**src/rtl/corr_input_conditioner.sv**
```systemverilog
// Input conditioner for the correlator: synchronises, optionally inverts, debounces and
// reduces each probe (x, y) to one bit per sample strobe.
module corr_input_conditioner #(
  parameter int SYNC_STAGES = 2,
  parameter int FILTER_W    = 4
) (
  input  logic                i_clk,
  input  logic                i_rst_n,
  input  logic                i_cg,
  input  logic                i_x,
  input  logic                i_y,
  input  logic                i_invertX,
  input  logic                i_invertY,
  input  logic [1:0]          i_mode,
  input  logic [FILTER_W-1:0] i_filterLen,
  input  logic                i_strobe,
  output logic                o_x,
  output logic                o_y,
  output logic                o_valid
);

  localparam logic [1:0] MODE_LEVEL  = 2'd0;
  localparam logic [1:0] MODE_STICKY = 2'd1;
  localparam logic [1:0] MODE_RISE   = 2'd2;
  localparam logic [1:0] MODE_TOGGLE = 2'd3;

  // Channel index 0 is x, 1 is y throughout.
  logic [SYNC_STAGES-1:0] syncChain [2];
  logic [FILTER_W-1:0]    cnt [2];
  logic [1:0] probe, invert, s;
  logic [1:0] f, fp, rise, tog;
  logic [1:0] accS, accR, accT, sample;

  always_comb begin
    probe  = {i_y, i_x};
    invert = {i_invertY, i_invertX};
    s      = '0;
    for (int unsigned c = 0; c < 2; c++) begin
      s[c] = syncChain[c][SYNC_STAGES-1] ^ invert[c];
    end
    rise = f & ~fp;
    tog  = f ^ fp;
    // Current-cycle level/event is OR-ed in so activity on the strobe cycle lands in this sample.
    unique case (i_mode)
      MODE_LEVEL:  sample = f;
      MODE_STICKY: sample = accS | f;
      MODE_RISE:   sample = accR | rise;
      MODE_TOGGLE: sample = accT | tog;
      default:     sample = f;
    endcase
  end

  always_ff @(posedge i_clk or negedge i_rst_n) begin
    if (!i_rst_n) begin
      for (int unsigned c = 0; c < 2; c++) begin
        syncChain[c] <= '0;
        cnt[c]       <= '0;
      end
      f       <= '0;
      fp      <= '0;
      accS    <= '0;
      accR    <= '0;
      accT    <= '0;
      o_x     <= 1'b0;
      o_y     <= 1'b0;
      o_valid <= 1'b0;
    end else begin
      o_valid <= i_cg & i_strobe;
      if (i_cg) begin
        for (int unsigned c = 0; c < 2; c++) begin
          syncChain[c] <= {syncChain[c][SYNC_STAGES-2:0], probe[c]};
          // cnt may run past a lowered filter length; it wraps and matches later.
          if (s[c] == f[c]) begin
            cnt[c] <= '0;
          end else if (cnt[c] == i_filterLen) begin
            f[c]   <= s[c];
            cnt[c] <= '0;
          end else begin
            cnt[c] <= cnt[c] + 1'b1;
          end
        end
        fp <= f;
        if (i_strobe) begin
          o_x  <= sample[0];
          o_y  <= sample[1];
          accS <= '0;
          accR <= '0;
          accT <= '0;
        end else begin
          accS <= accS | f;
          accR <= accR | rise;
          accT <= accT | tog;
        end
      end
    end
  end

endmodule
```
**config.mk**
```make
export PLATFORM = sky130hd
export DESIGN_NAME = corr_input_conditioner
export DESIGN_NICKNAME = d
export VERILOG_FILES = /design/src/rtl/corr_input_conditioner.sv
export SDC_FILE = /design/constraint.sdc
export NUM_CORES = 1
export LEC_CHECK = 0
export BUFFER_PORTS_ARGS = -buffer_cell sky130_fd_sc_hd__buf_2
export CORE_MARGIN = 2
export CORE_UTILIZATION = 55
export DETAILED_ROUTE_END_ITERATION = 10
export PLACE_DENSITY = 0.82
export SKIP_CTS_REPAIR_TIMING = 1
export SYNTH_ARGS = -nofsm -noshare
export SYNTH_HDL_FRONTEND = slang
export SYNTH_SLANG_ARGS = --single-unit
```
**constraint.sdc**
```tcl
create_clock -name i_clk -period 1.6 [get_ports i_clk]
set_input_delay 0.24 -clock i_clk [delete_from_list [all_inputs] [get_ports i_clk]]
set_output_delay 0.24 -clock i_clk [all_outputs]
set_load 0.05 [all_outputs]
```
==> impl_metrics.toml, run 1 <==
[outcome]
status = "complete, no violations"

[synth]
synthFlopType = "dfrtp_1"
synth_edf_count = 0
synthSimpleGateAreaFrac_pct = 11.5
syn_avg_cell_area_um2 = 10.9
post-synth-top-count-cell = "dfrtp_1"
yosys_warnings = 0
synth_top_family_by_area = "compound AO/OA/AOI/OAI gates"
async_reset_ff_share_pct = 100
synth_adder_area_share_pct = 4.07
ys_top_cells_by_count = "25 x dfrtp_1, 11 x nor2_1, 8 x a21oi_1, 8 x nand2_1"
synthCells = 113
synthMuxAreaShare_pct = 8.33
synth_compound_area_share_pct = 12.2
yosysTopAreaCellShare_pct = 50.8
syn_nets = 131
syn_area_mm2 = 0.00123
synth_top_area_cell = "dfrtp_1"
ys_types = 30
synth_xor_xnor_area_share_pct = 9.86
synth_area_leaders = "dfrtp_1 51%, mux2_2 5.5%, xor2_1 5.0%, ha_1 4.1%, o2bb2ai_1 3.6%"
synth-seq-area-share_pct = 50.8
synth-seq-cells = 25

[clock_network]
htreeDepth = 1
clockRootBuffer = "clkbuf_4"
insertion_delay_ps = 320
clkTransAtPathRegs_ps = 130
clkSinkCount = 25
clk_path_buf_depth = 2
cts_inserted_buffers = 3
cts_tree = "done"

[timing]
timing.setup.tns_ps = 0
slew_viol_final = 0
fin_skew_ps = 1.13
rsz0062_at_grt = "false"
period_needed_ps = 1470
max_slew_margin_pct = 64.3
hold_viol = 0
worst_pin_slew_ps = 535
fmax_ghz = 0.678
fin_crit_sh_pct = 92.2
setup_viol = 0

[grt]
use_met2_pct = 33.8
grt_use_total_pct = 18.9
grt_start_max_net_pins = 26
use_met3_pct = 3.51
grt_pass1_wl_um = 3660
antenna_found_initial = 0
grt-busiest-layer = "met2"
grt_pass1_vias = 904
grtUsageMet1_pct = 22.2
overflow = 0

[final_layout]
drive_gt1_share_pct = 23.9
multi_input_area_um2 = 566
final_nets = 153
n_antenna_cell = 0
nFillCells = 192
ff_latch_area_um2 = 626
area_growth_pct = 13.0
final_area_mm2 = 0.00139

[floorplanning]
initial_utilization_pct = 56.7
die-area_mm2 = 0.00263
io_pins = 17
die_x_um = 51.3
coreArea_mm2 = 0.00217
fp-row-count = 17
fp.dieH_um = 51.3

[placement]
place.gp.congestion = 0.769
dp_hpwl_um = 1590
portBuffers = 16
placed_area_mm2 = 0.00136

[route]
drt_iter0_drc = 16
drt-total-wl_um = 2090
drtPass1Iterations = 4
avgViaCountPerCell = 5.43
drc = 0
vias = 879
wire_per_inst_um = 12.9
ant_nets = 0

[setup_path]
crit_path_max_fanout = 4
required_ps = 1820
end_kind = "flip-flop"
startpoint_type = "flip-flop"
critPathKind = "flip-flop to flip-flop"
worst-endpoint-arrival_ps = 1690
crit_start = "cnt[0]$_DFFE_PN0P_"
reg2reg_from = "cnt[0]$_DFFE_PN0P_"

[flow_run]
cap_violations = 0

[min_path]
min_path_type = "primary input to flip-flop"
holdCritStartpoint = "i_y"

[power_and_ir_drop]
peakVddDrop_v = 0.000895
leakagePower_nw = 0.656
p_per_area_mw_per_mm2 = 1520
-- routing by layer --
metal  vias up  part of all wire [%]
met1       431                    45
met2        13                    51
met4         0                   1.4
met5         -                     0
li1        431                     -
met3         4                   2.8
-- final timing paths --
| path | to | slack, ps | depth (start not counted) |
|---|---|---|---|
| worst max-delay path | f[1]$_DFFE_PN0P_ | 130 | 4 |
| worst min-delay path | syncChain[0]$_DFFE_PN0P_ | 140 | 2 |
| worst max register to register | f[1]$_DFFE_PN0P_ | 130 | 4 |
| worst min register to register | accR[1]$_DFFE_PN0P_ | 510 | 2 |
| max in group asynchronous | syncChain[0]$_DFFE_PN0P_ | 830 | 2 |
| min in group asynchronous | cnt[2]$_DFFE_PN0P_ | 420 | 2 |
-- cells by family after synthesis --
group / Yosys count
flip-flops: 25
AO/OA/AOI/OAI: 23
multiplexers: 9
adder cells (fa/ha/maj): 4
XOR/XNOR: 13
AND/OR/NAND/NOR: 29
buffers and inverters: 10
-- critical path, stage by stage (launching register included) --
cell     delay (ps)
dfrtp_1         450
xor2_1          170
nor4_2          340
nand2_1         120
mux2_4          300
-- final cells by class --
type / count / area share [%]
sequential: 25 / 45.0
clock buffer: 4 / 1.89
tap: 28 / 2.52
timing repair buffer: 20 / 8.09
inverter: 7 / 1.89
multi-input combinational: 78 / 40.6
-- cells in the final DEF, fill, tap and decap left out, types with 2 or more instances in the layout --
cell type / Yosys / final
xor2_1: 7 / 7
ha_1: 4 / 4
buf_2: 2 / 16
o21ai_0: 4 / 4
a21oi_1: 8 / 8
dfrtp_1: 25 / 25
nor2_1: 11 / 11
nand2_1: 8 / 8
buf_4: 0 / 3
mux2_2: 6 / 6
nand2b_1: 2 / 2
inv_1: 7 / 7
clkbuf_4: 0 / 3
o2bb2ai_1: 5 / 5
mux2i_1: 2 / 2
xnor2_1: 5 / 5
nand3_1: 2 / 2
-- where the power goes --
part	total [mW]	leakage [nW]	internal (mW)	switching [mW]
clock network	0.280	0.0150	0.0976	0.183
registers	1.02	0.314	0.845	0.174
logic	0.818	0.327	0.371	0.447
-- registers in the layout, indices dropped and copies added, names as in the netlist --
name       count
accT           2
accR           2
cnt            8
o_y            1
f              2
syncChain      4
accS           2
o_x            1
fp             2
o_valid        1
-- metrics by stage --
| step | instances | setup WS [ps] | utilization (%) | hold slack (ps) | power [mW] |
|---|---|---|---|---|---|
| floorplan | 113 | 200 | - | -55.6 | 1.63 |
| global placement | 157 | 170 | 62.5 | 255 | 1.80 |
| detailed placement | 157 | 130 | 62.5 | 261 | 1.85 |
| CTS | 161 | 109 | 63.7 | -100 | 2.14 |
| global route | 162 | 16.5 | 64.1 | 140 | 2.29 |
| finish | 162 | 126 | 64.1 | 142 | 2.12 |
Note: power is estimated with default switching activity, not from simulation.
==> run 2, diff against run 1 <==
--- a/config.mk
+++ b/config.mk
@@ -9,6 +9,7 @@
 export CORE_MARGIN = 2
 export CORE_UTILIZATION = 55
 export DETAILED_ROUTE_END_ITERATION = 10
+export GPL_TIMING_DRIVEN = 0
 export PLACE_DENSITY = 0.82
 export SKIP_CTS_REPAIR_TIMING = 1
 export SYNTH_ARGS = -nofsm -noshare
==> constraint.sdc (replaced) <==
create_clock -name i_clk -period 1.6 [get_ports i_clk]
set_input_delay 0.32 -clock i_clk [delete_from_list [all_inputs] [get_ports i_clk]]
set_output_delay 0.32 -clock i_clk [all_outputs]
set_load 0.05 [all_outputs]
==> run 2 against run 1 <==
Via count up 2.5%. Sequential share of layout area up 0.24 points. Critical path depth unchanged. Die area unchanged. Highest routed layer unchanged.
==> impl_metrics.toml, run 2 (same netlist as run 1, synthesis figures left out) <==
[final_layout]
final_nets = 153
final_common_cell = "dfrtp_1"
regMostFlops = "cnt"
final_cell_mix = "25 x dfrtp_1, 18 x buf_2, 11 x nor2_1"
area_growth_pct = 12.4
stdcell_count = 162
final_area_mm2 = 0.00138
largest_reg_flops = 8
fin_util_pct = 63.8
drive_gt1_share_pct = 23.9
top_regs = "cnt (8), syncChain (4)"
n_antenna_cell = 0

[setup_path]
crit_buf_inv = 0
required_ps = 1840
startpoint_type = "flip-flop"
path_cells = "xor2_1, nor4_2, nand2_1, mux2_4"
end_kind = "flip-flop"
critPathSlowestCell = "dfrtp_1"
critPathMaxStageDelay_ps = 450
worst-endpoint-arrival_ps = 1800
critPathTopFamily = "simple AND/OR/NAND/NOR gates"
crit_path_max_fanout = 4
critPathKind = "flip-flop to flip-flop"

[route]
drtPass1Iterations = 4
ant_nets = 0
drt_iter0_drc = 14
drc = 0
vias = 901
avgViaCountPerCell = 5.56
wire_per_inst_um = 14.0
drt-total-wl_um = 2280

[clock_network]
clkTransAtPathRegs_ps = 140
cts_tree = "done"
clk_path_buf_depth = 2
htreeDepth = 1
clockRootBuffer = "clkbuf_4"
clkSinkCount = 25
cts_inserted_buffers = 3
insertion_delay_ps = 330

[timing]
timing.setup.tns_ps = 0
fmax_ghz = 0.638
hold_viol = 0
holdWs_ps = 214
setup_ws_ps = 33.2
period_needed_ps = 1570
fin_skew_ps = 3.42
slew_viol_final = 0
worst_pin_slew_ps = 548
rsz0062_at_grt = "true"
max_slew_margin_pct = 63.5
fin_crit_sh_pct = 97.9
setup_viol = 0

[floorplanning]
die-area_mm2 = 0.00263
initial_utilization_pct = 56.7
coreArea_mm2 = 0.00217
fp.dieH_um = 51.3
die_x_um = 51.3
io_pins = 17
fp-row-count = 17

[placement]
dp.cells = 157
place.gp.congestion = 0.834
placed_area_mm2 = 0.00135
portBuffers = 16
dp_hpwl_um = 1700
place_ws_ps = 19.0

[flow_run]
cap_violations = 0

[power_and_ir_drop]
leakagePower_nw = 0.654
peakVddDrop_v = 0.000950
p_per_area_mw_per_mm2 = 1540
finalPower_mw = 2.13

[grt]
antenna_found_initial = 0
grt_start_max_net_pins = 26
grt_pass1_wl_um = 3820
overflow = 0
grt_pass1_vias = 898
grt_use_total_pct = 20.0

[outcome]
status = "complete, no violations"

[min_path]
min_path_type = "primary input to flip-flop"
## run 2: layer usage
metal / vias up / wire length, um / track usage, %
li1: 433 / - / -
met1: 442 / 990 / 25.0
met2: 19 / 1150 / 32.3
met3: 7 / 68 / 2.63
met4: 0 / 68 / 13.6
met5: - / 0 / 0
## run 2: power by group
| group | total, mW | switching [mW] | leakage, nW | internal (mW) |
|---|---|---|---|---|
| registers | 1.04 | 0.193 | 0.314 | 0.844 |
| clock network | 0.291 | 0.197 | 0.0177 | 0.0942 |
| logic | 0.797 | 0.442 | 0.322 | 0.354 |
## run 2: cell type report
cell class / count / area, um2
fillers: 193 / 786
flip-flops and latches: 25 / 626
multi-input cells: 78 / 566
repair buffers: 17 / 90.1
well taps: 28 / 35.0
inverters: 7 / 26.3
clock buffers: 3 / 22.5
plain buffers: 3 / 13.8
clock inverters: 1 / 5.00
## run 2: path summary, 6_finish.rpt
check                                   start                  endpoint  slack (ps)  depth (start not counted)
hold reg to reg               o_x$_DFFE_PN0P_           o_x$_DFFE_PN0P_         520                          1
hold / removal                            i_y  syncChain[0]$_DFFE_PN0P_         210                          2
setup reg to reg           cnt[1]$_DFFE_PN0P_          f[1]$_DFFE_PN0P_          30                          4
setup / recovery           cnt[1]$_DFFE_PN0P_          f[1]$_DFFE_PN0P_          30                          4
max in group asynchronous             i_rst_n        cnt[1]$_DFFE_PN0P_         750                          2
min in group asynchronous             i_rst_n         fp[1]$_DFFE_PN0P_         480                          2
